<file path="src/rtl/cpu_sequencer_if.sv">
// Bus bundle between the cpu_sequencer and its instruction/data memories and datapath.
// master = sequencer side, slave = memories/datapath side.
interface cpu_sequencer_if #(
  parameter int PC_W = 8
);
  logic            start;
  logic            imem_req;
  logic [PC_W-1:0] imem_addr;
  logic            imem_ack;
  logic [15:0]     imem_data;
  logic [15:0]     ir;
  logic [PC_W-1:0] pc;
  logic [2:0]      rf_ra1;
  logic [2:0]      rf_ra2;
  logic            rf_we;
  logic [2:0]      rf_wa;
  logic [1:0]      rf_wsel;
  logic            alu_en;
  logic [2:0]      alu_op;
  logic            dmem_req;
  logic            dmem_we;
  logic [7:0]      dmem_addr;
  logic            dmem_ack;
  logic            busy;
  logic            halted;
  logic            illegal;

  modport master (
    input  start, imem_ack, imem_data, dmem_ack,
    output imem_req, imem_addr, ir, pc, rf_ra1, rf_ra2, rf_we, rf_wa, rf_wsel,
           alu_en, alu_op, dmem_req, dmem_we, dmem_addr, busy, halted, illegal
  );

  modport slave (
    output start, imem_ack, imem_data, dmem_ack,
    input  imem_req, imem_addr, ir, pc, rf_ra1, rf_ra2, rf_we, rf_wa, rf_wsel,
           alu_en, alu_op, dmem_req, dmem_we, dmem_addr, busy, halted, illegal
  );
endinterface

</file>
<file path="src/rtl/cpu_sequencer.sv">
// Multi-cycle fetch/decode/execute/writeback sequencer with req/ack memory handshakes.
// Every output is registered from the next-state values, so there is no input-to-output path.
module cpu_sequencer #(
  parameter int PC_W = 8
) (
  input  logic           clk,
  input  logic           reset,
  cpu_sequencer_if.master bus
);

  typedef enum logic [2:0] {
    S_IDLE,
    S_FETCH,
    S_DECODE,
    S_EXEC,
    S_MEM,
    S_WB,
    S_HALT
  } state_t;

  localparam logic [3:0] OP_LDI  = 4'h8;
  localparam logic [3:0] OP_LD   = 4'h9;
  localparam logic [3:0] OP_ST   = 4'hA;
  localparam logic [3:0] OP_HALT = 4'hF;

  state_t          r_state;
  state_t          w_state_nxt;
  logic [15:0]     r_ir;
  logic [15:0]     w_ir_nxt;
  logic [PC_W-1:0] r_pc;
  logic [PC_W-1:0] w_pc_nxt;
  logic            r_illegal;
  logic            w_illegal_nxt;

  logic            r_imem_req;
  logic [2:0]      r_rf_ra1;
  logic [2:0]      r_rf_ra2;
  logic            r_rf_we;
  logic [2:0]      r_rf_wa;
  logic [1:0]      r_rf_wsel;
  logic            r_alu_en;
  logic [2:0]      r_alu_op;
  logic            r_dmem_req;
  logic            r_dmem_we;
  logic [7:0]      r_dmem_addr;
  logic            r_busy;
  logic            r_halted;

  logic [3:0]      w_op;
  logic [3:0]      w_op_nxt;
  logic            w_rd_hold;
  logic [1:0]      w_wsel_nxt;

  assign w_op     = r_ir[15:12];
  assign w_op_nxt = w_ir_nxt[15:12];

  always_comb begin
    w_state_nxt   = r_state;
    w_ir_nxt      = r_ir;
    w_pc_nxt      = r_pc;
    w_illegal_nxt = r_illegal;
    case (r_state)
      S_IDLE, S_HALT: begin
        if (bus.start) begin
          w_state_nxt   = S_FETCH;
          w_pc_nxt      = '0;
          w_illegal_nxt = 1'b0;
        end
      end
      S_FETCH: begin
        if (bus.imem_ack) begin
          w_state_nxt = S_DECODE;
          w_ir_nxt    = bus.imem_data;
          w_pc_nxt    = r_pc + PC_W'(1);
        end
      end
      S_DECODE: begin
        case (w_op)
          4'h0, 4'h1, 4'h2, 4'h3: w_state_nxt = S_EXEC;
          OP_LDI:                 w_state_nxt = S_WB;
          OP_LD, OP_ST:           w_state_nxt = S_MEM;
          OP_HALT:                w_state_nxt = S_HALT;
          default: begin
            w_state_nxt   = S_HALT;
            w_illegal_nxt = 1'b1;
          end
        endcase
      end
      S_EXEC: w_state_nxt = S_WB;
      S_MEM: begin
        if (bus.dmem_ack) begin
          w_state_nxt = (w_op == OP_ST) ? S_FETCH : S_WB;
        end
      end
      S_WB:    w_state_nxt = S_FETCH;
      default: w_state_nxt = S_IDLE;
    endcase
  end

  // Read addresses stay valid from DECODE through MEM so ST data is available at the ack.
  always_comb begin
    w_rd_hold = (w_state_nxt == S_DECODE) || (w_state_nxt == S_EXEC) || (w_state_nxt == S_MEM);
    case (w_op_nxt)
      OP_LDI:  w_wsel_nxt = 2'b01;
      OP_LD:   w_wsel_nxt = 2'b10;
      default: w_wsel_nxt = 2'b00;
    endcase
  end

  always_ff @(posedge clk or posedge reset) begin
    if (reset) begin
      r_state     <= S_IDLE;
      r_ir        <= '0;
      r_pc        <= '0;
      r_illegal   <= 1'b0;
      r_imem_req  <= 1'b0;
      r_rf_ra1    <= '0;
      r_rf_ra2    <= '0;
      r_rf_we     <= 1'b0;
      r_rf_wa     <= '0;
      r_rf_wsel   <= '0;
      r_alu_en    <= 1'b0;
      r_alu_op    <= '0;
      r_dmem_req  <= 1'b0;
      r_dmem_we   <= 1'b0;
      r_dmem_addr <= '0;
      r_busy      <= 1'b0;
      r_halted    <= 1'b0;
    end else begin
      r_state     <= w_state_nxt;
      r_ir        <= w_ir_nxt;
      r_pc        <= w_pc_nxt;
      r_illegal   <= w_illegal_nxt;
      r_imem_req  <= (w_state_nxt == S_FETCH);
      r_rf_ra1    <= w_rd_hold ? ((w_op_nxt == OP_ST) ? w_ir_nxt[11:9] : w_ir_nxt[8:6]) : 3'd0;
      r_rf_ra2    <= w_rd_hold ? w_ir_nxt[5:3] : 3'd0;
      r_alu_en    <= (w_state_nxt == S_EXEC);
      r_alu_op    <= (w_state_nxt == S_EXEC) ? w_ir_nxt[14:12] : 3'd0;
      r_dmem_req  <= (w_state_nxt == S_MEM);
      r_dmem_we   <= (w_state_nxt == S_MEM) && (w_op_nxt == OP_ST);
      r_dmem_addr <= (w_state_nxt == S_MEM) ? w_ir_nxt[7:0] : 8'd0;
      r_rf_we     <= (w_state_nxt == S_WB);
      r_rf_wa     <= (w_state_nxt == S_WB) ? w_ir_nxt[11:9] : 3'd0;
      r_rf_wsel   <= (w_state_nxt == S_WB) ? w_wsel_nxt : 2'b00;
      r_busy      <= (w_state_nxt != S_IDLE) && (w_state_nxt != S_HALT);
      r_halted    <= (w_state_nxt == S_HALT);
    end
  end

  assign bus.imem_req  = r_imem_req;
  assign bus.imem_addr = r_pc;
  assign bus.ir        = r_ir;
  assign bus.pc        = r_pc;
  assign bus.rf_ra1    = r_rf_ra1;
  assign bus.rf_ra2    = r_rf_ra2;
  assign bus.rf_we     = r_rf_we;
  assign bus.rf_wa     = r_rf_wa;
  assign bus.rf_wsel   = r_rf_wsel;
  assign bus.alu_en    = r_alu_en;
  assign bus.alu_op    = r_alu_op;
  assign bus.dmem_req  = r_dmem_req;
  assign bus.dmem_we   = r_dmem_we;
  assign bus.dmem_addr = r_dmem_addr;
  assign bus.busy      = r_busy;
  assign bus.halted    = r_halted;
  assign bus.illegal   = r_illegal;

endmodule

</file>
<file path="src/flat_wrapper.sv">
// flat-port wrapper written by rule: the top's interface ports become plain ports
module cpu_sequencer_flat 
#(
  parameter int PC_W = 8
)
  (clk, reset, bus_start, bus_imem_ack, bus_imem_data, bus_dmem_ack, bus_imem_req, bus_imem_addr, bus_ir, bus_pc, bus_rf_ra1, bus_rf_ra2, bus_rf_we, bus_rf_wa, bus_rf_wsel, bus_alu_en, bus_alu_op, bus_dmem_req, bus_dmem_we, bus_dmem_addr, bus_busy, bus_halted, bus_illegal);
  cpu_sequencer_if #(.PC_W(PC_W)) bus_i ();
  input  logic clk;
  input  logic reset;
  input wire logic [$bits(bus_i.start)-1:0] bus_start;
  input wire logic [$bits(bus_i.imem_ack)-1:0] bus_imem_ack;
  input wire logic [$bits(bus_i.imem_data)-1:0] bus_imem_data;
  input wire logic [$bits(bus_i.dmem_ack)-1:0] bus_dmem_ack;
  output wire logic [$bits(bus_i.imem_req)-1:0] bus_imem_req;
  output wire logic [$bits(bus_i.imem_addr)-1:0] bus_imem_addr;
  output wire logic [$bits(bus_i.ir)-1:0] bus_ir;
  output wire logic [$bits(bus_i.pc)-1:0] bus_pc;
  output wire logic [$bits(bus_i.rf_ra1)-1:0] bus_rf_ra1;
  output wire logic [$bits(bus_i.rf_ra2)-1:0] bus_rf_ra2;
  output wire logic [$bits(bus_i.rf_we)-1:0] bus_rf_we;
  output wire logic [$bits(bus_i.rf_wa)-1:0] bus_rf_wa;
  output wire logic [$bits(bus_i.rf_wsel)-1:0] bus_rf_wsel;
  output wire logic [$bits(bus_i.alu_en)-1:0] bus_alu_en;
  output wire logic [$bits(bus_i.alu_op)-1:0] bus_alu_op;
  output wire logic [$bits(bus_i.dmem_req)-1:0] bus_dmem_req;
  output wire logic [$bits(bus_i.dmem_we)-1:0] bus_dmem_we;
  output wire logic [$bits(bus_i.dmem_addr)-1:0] bus_dmem_addr;
  output wire logic [$bits(bus_i.busy)-1:0] bus_busy;
  output wire logic [$bits(bus_i.halted)-1:0] bus_halted;
  output wire logic [$bits(bus_i.illegal)-1:0] bus_illegal;
  assign bus_i.start = bus_start;
  assign bus_i.imem_ack = bus_imem_ack;
  assign bus_i.imem_data = bus_imem_data;
  assign bus_i.dmem_ack = bus_dmem_ack;
  assign bus_imem_req = bus_i.imem_req;
  assign bus_imem_addr = bus_i.imem_addr;
  assign bus_ir = bus_i.ir;
  assign bus_pc = bus_i.pc;
  assign bus_rf_ra1 = bus_i.rf_ra1;
  assign bus_rf_ra2 = bus_i.rf_ra2;
  assign bus_rf_we = bus_i.rf_we;
  assign bus_rf_wa = bus_i.rf_wa;
  assign bus_rf_wsel = bus_i.rf_wsel;
  assign bus_alu_en = bus_i.alu_en;
  assign bus_alu_op = bus_i.alu_op;
  assign bus_dmem_req = bus_i.dmem_req;
  assign bus_dmem_we = bus_i.dmem_we;
  assign bus_dmem_addr = bus_i.dmem_addr;
  assign bus_busy = bus_i.busy;
  assign bus_halted = bus_i.halted;
  assign bus_illegal = bus_i.illegal;
  cpu_sequencer #(.PC_W(PC_W)) u_core (.clk(clk), .reset(reset), .bus(bus_i));
endmodule
</file>
<file path="config.mk">
export PLATFORM = sky130hd
export DESIGN_NAME = cpu_sequencer_flat
export DESIGN_NICKNAME = d
export VERILOG_FILES = /design/src/rtl/cpu_sequencer_if.sv /design/src/rtl/cpu_sequencer.sv /design/src/flat_wrapper.sv
export SDC_FILE = /design/constraint.sdc
export NUM_CORES = 1
export LEC_CHECK = 0
export CAP_MARGIN = 20
export CORE_MARGIN = 5
export CORE_UTILIZATION = 45
export DETAILED_ROUTE_END_ITERATION = 10
export PLACE_DENSITY = 0.9
export SLEW_MARGIN = 10
export SYNTH_ARGS = -nofsm -noshare
export SYNTH_HDL_FRONTEND = slang
export SYNTH_SLANG_ARGS = --single-unit
</file>
<file path="constraint.sdc">
create_clock -name clk -period 4.9 [get_ports clk]
set_input_delay 0.98 -clock clk [delete_from_list [all_inputs] [get_ports clk]]
set_output_delay 0.98 -clock clk [all_outputs]
set_load 0.005 [all_outputs]
</file>
Word-level counts from Yosys, hierarchy flattened:

Cells that the tools add are included.

* reductions and logical operators: 15
* mux-type cells: 22
* add/sub/neg operators: 1
* equal/unequal tests: 26

Operator list (count)
* two-way mux 16 bit: 2
* == test 4 bit, second input constant: 7
* two-way mux 3 bit: 9
* two-way mux 8 bit: 3
* == test 3 bit, second input constant: 6
* one-hot mux 3 bit (6 select lines): 1
* one-hot mux 8 bit (2 select lines): 1
* == test 3 x 2 -> 1 bit, second input constant: 4
* one-hot mux 3 bit (3 select lines): 1
* adder 8 x 1 -> 8 bit, second input constant: 1
* == test 4 x 2 -> 1 bit, second input constant: 2
* OR reduction 8 bit: 1
* == test 3 x 1 -> 1 bit, second input constant: 2
* inequality test 2 bit, second input constant: 3
* AND reduction 3 bit: 2
* == test 4 x 1 -> 1 bit, second input constant: 1
* logical NOT 4 bit: 1
* one-hot mux 2 bit (2 select lines): 1
* nonzero test 2 bit: 2
* OR reduction 2 bit: 2
* OR reduction 4 bit: 1
* logical NOT 3 bit: 1
* inequality test 3 bit, second input constant: 1
* nonzero test 3 bit: 1
* other kinds (5): 8

* output and inout bits: 62
* flip-flop bits (word level): 57
* input bits: 21

Depth between registers and ports, before layout:

* depth after elaboration: 8
* gate-level depth with buffers: 8
* depth with buffers taken out: 6

Least setup slack after synthesis:

OpenSTA, ideal clock, no wires.

* path kind: input to register
* start: input bus_imem_ack
* end: register u_core.r_rf_ra1[0] (netlist: u_core.bus.rf_ra1[0])
* library setup time: 147 ps
* data required time: 4753 ps
* data arrival time: 2382 ps
* stages on the path: 7
* slack: 2371 ps
* path through: nor4bb_1 -> buf_4 -> mux2i_1 -> inv_2 -> nor4_4 -> mux2i_1 -> a21oi_1

RTL lines
* start: declaration: RTL line flat_wrapper.sv:11 `input wire logic [$bits(bus_i.imem_ack)-1:0] bus_imem_ack;`
* two-way mux 16 bit: RTL line cpu_sequencer.sv:71 `if (bus.imem_ack) begin`
* two-way mux 16 bit: RTL line cpu_sequencer.sv:62 `case (r_state)`
* named net u_core.w_ir_nxt[12]: RTL line cpu_sequencer.sv:29 `logic [15:0] w_ir_nxt;`
* == test 4 bit: RTL line cpu_sequencer.sv:135 `r_rf_ra1 <= w_rd_hold ? ((w_op_nxt == OP_ST) ? w_ir_nxt[11:9] : w_ir_nxt[8:6]) : 3'd0;`
* two-way mux 3 bit (2 in series): RTL line cpu_sequencer.sv:135
* end signal: assignment: RTL line cpu_sequencer.sv:135
* end: declaration: RTL line cpu_sequencer.sv:36 `logic [2:0] r_rf_ra1;`

The timed path passes the listed nets, and every way through them passes these cells.
A chain may end at the register's enable or synchronous reset.

Final worst setup path:

* start: input bus_imem_ack
* end: register u_core.r_rf_ra1[1] (netlist: u_core.bus.rf_ra1[1])

Same word-level chain as after synthesis.

==> impl_metrics.yaml <==
run_status:
  outcome: "completed"
critical_path:
  crit_cells: 8
  worstPathRequired_ns: 5.08
  startpoint_type: "input pin"
  max_stage_delay_ns: 0.53
  crit_top_cell: "mux2i_1"
  critPathTopFamily: "buffers and inverters"
  crit_path_max_fanout: 23
  setup.worst_path.class: "input pin to flip-flop"
  crit_buf_inv: 3
  cpMaxStageDelayCell: "clkdlybuf4s50_1"
  endpoint_kind: "flip-flop"
  crit_arrival_ns: 3.37
  crit_chain: "clkdlybuf4s50_1, nor4bb_4, buf_4, mux2i_1, inv_2, nor4_4, mux2i_1, a21oi_1"
  reg2regPathDepth: 7
grt:
  grt_usage_pct: 16.9
  first_global_vias: 1871
  grt_start_max_net_pins: 58
  grt_pass1_wl_um: 9270
  top_usage_layer: "met2"
  grtUsageMet3_pct: 5.03
  antenna_found_initial: 0
  use_met1_pct: 20.3
  use_met2_pct: 27.7
  grt-ovfl-total: 0
logic_synthesis:
  synth.area.mux_share_pct: 8.54
  syn_area_um2: 2430
  syn_nets: 230
  synth-compound-area-share_pct: 6.12
  synth.largest_area_cell: "dfrtp_1"
  synth-simple-area-share_pct: 15.5
  synthXorXnorAreaFrac_pct: 2.52
  ys_seq_elements: 57
  ys_warn_count: 0
  synth_top_family_by_area: "simple AND/OR/NAND/NOR gates"
  seq_area_frac_synth_pct: 58.6
  netlist_top_cells_area: "dfrtp_1 59%, mux2i_1 5.8%, buf_4 3.1%, inv_1 2.9%, nor2_1 2.8%"
  synth_edf_count: 0
  synth.avg_cell_area_um2: 11.7
  yosysUniqueCellTypes: 42
  async_flop_share_pct: 100
  synthCells: 208
  yosys_most_used_dff: "dfrtp_1"
  synthAdderAreaFrac_pct: 0.514
  yosys.area.top_type_share_pct: 58.6
route:
  drt_iter0_drc: 62
  drt_first_pass_iters: 4
  avgViaCountPerCell: 4.94
  num_vias: 1797
  drc: 0
  wire_per_inst_um: 15.4
  drt-total-wl_um: 5600
  ant_nets: 0
power_and_ir_drop:
  total_power_mw: 2.06
  leakage_nw: 1.57
  p_per_area_nw_per_um2: 592
  ir_drop_v: 0.000285
sta:
  whs_ns: 0.520
  fin_skew_ns: 0.00673
  maxSlewViolCount: 0
  fin_crit_ns: 3.20
  rsz0062_at_grt: "false"
  max_slew.worst_pin.slew_ns: 1.09
  finalCritPeriodShare_pct: 65.2
  max_freq_mhz: 313
  setup_viol: 0
  fin_setup_tns_ns: 0
  slew_headroom_pct: 27.0
  hold_viol_final: 0
clock_network:
  cts_resized: 0
  clockBufferDepth: 2
  htree_levels: 3
  postCtsHoldBufs: 0
  cts_setup_buffers: 0
  clock_sinks: 57
  clk-insertion-delay-late_ns: 0.33
  clk_pin_slew_ns: 0.07
  cts_buffers: 9
  clockRootBuffer: "clkbuf_8"
  cts_tree: "done"
floorplan:
  rows: 26
  ios: 83
  initial_core_util_pct: 47.0
  dieWidth_um: 83.5
  dieArea_um2: 6980
  die_y_um: 83.5
  core_area_um2: 5170
placed_design:
  placedCellCount: 347
  dp_hpwl_um: 4030
  numPortBuffers: 82
  finalWeightedCongestion: 0.867
worst_hold_path:
  hold_path_class: "flip-flop to flip-flop"
  whs_path_depth: 2
layout:
  antenna_cells: 0
  final_cell_mix: "82 x clkdlybuf4s50_1, 57 x dfrtp_1, 18 x nor2_1, 18 x inv_1, 14 x mux2i_1"
  nNetsFinal: 311
  drive_gt1_share_pct: 10.9
  final_common_cell: "clkdlybuf4s50_1"
  area_delta_synth_final_pct: 43.4
  fin_cells: 364
job:
  drv_cap: 0
## registers in the layout, summed over array words and instances (netlist names)
register / flops
u_core.bus.alu_op: 3
u_core.bus.alu_en: 1
u_core.bus.rf_we: 1
u_core.bus.rf_ra1: 3
u_core.bus.illegal: 1
u_core.bus.rf_wa: 3
u_core.bus.rf_ra2: 3
u_core.bus.ir: 16
u_core.bus.imem_req: 1
u_core.bus.busy: 1
u_core.bus.dmem_req: 1
u_core.r_state: 3
u_core.bus.imem_addr: 8
u_core.bus.halted: 1
u_core.bus.rf_wsel: 2
u_core.bus.dmem_addr: 8
u_core.bus.dmem_we: 1
## report_power, final
| group | switching [mW] | internal, mW | leakage (nW) |
|---|---|---|---|
| registers | 0.119 | 0.624 | 0.743 |
| clock network | 0.189 | 0.312 | 0.115 |
| logic | 0.366 | 0.454 | 0.711 |
## through the flow
step | utilization [%] | worst slack (ns) | instance area, µm²
4_1_cts | 67.3 | 1.71 | 3480
2_1_floorplan | - | 2.37 | 2430
3_3_place_gp | 62.9 | 1.45 | 3250
5_1_grt | 67.4 | 1.53 | 3490
3_5_place_dp | 62.9 | 1.36 | 3250
6_report | 67.4 | 1.70 | 3490
## cells in the mapped netlist (all sizes together) (4+ instances only)
| cell | count |
|---|---|
| or3 | 5 |
| and2b | 4 |
| inv | 21 |
| nor2 | 18 |
| buf | 15 |
| nor2b | 4 |
| mux2i | 14 |
| mux2 | 6 |
| xnor2 | 5 |
| a21oi | 9 |
| nor3 | 4 |
| nand2 | 9 |
| nand2b | 4 |
| dfrtp | 57 |
## area by class of cell
| cell class | instances | area, µm² |
|---|---|---|
| fillers | 416 | 1680 |
| flip-flops and latches | 57 | 1430 |
| repair buffers | 85 | 841 |
| multi-input cells | 115 | 826 |
| clock buffers | 11 | 151 |
| well taps | 70 | 87.6 |
| inverters | 21 | 78.8 |
| clock inverters | 5 | 77.6 |
## kinds of logic (layout without fill, tap and decap cells)
| kind of cell | count (synthesis) | count (layout) |
|---|---|---|
| compound gates | 21 | 21 |
| xor+xnor | 7 | 7 |
| fa+ha+maj | 1 | 1 |
| buf+inv | 36 | 122 |
| flops | 57 | 57 |
| mux | 20 | 20 |
| other cells | 1 | 1 |
| simple gates | 65 | 65 |
## final timing paths
check | slack [ns] | end | startpoint
hold reg to reg | 0.52 | u_core.bus.illegal$_DFFE_PP0P_ | u_core.bus.illegal$_DFFE_PP0P_
min in group asynchronous | 1.14 | u_core.bus.dmem_addr[7]$_DFF_PP0_ | reset
hold / removal | 0.52 | u_core.bus.illegal$_DFFE_PP0P_ | u_core.bus.illegal$_DFFE_PP0P_
setup reg to reg | 2.34 | u_core.bus.rf_ra1[1]$_DFF_PP0_ | u_core.r_state[0]$_DFF_PP0_
setup / recovery | 1.70 | u_core.bus.rf_ra1[1]$_DFF_PP0_ | bus_imem_ack
max in group asynchronous | 3.28 | u_core.bus.dmem_addr[2]$_DFF_PP0_ | reset
## layer usage
metal  up-vias  part of all wire [%]
met5         -                     0
met4         0                   1.8
met3         9                   6.1
met2        56                    51
met1       886                    42
li1        846                     -
## tightest hold or removal path, cell delays in order, from the launching register on
cell and delay [ns]:
dfrtp_1 0.35, a21oi_1 0.05, nor2_1 0.08
(Power assumes the default switching activity.)
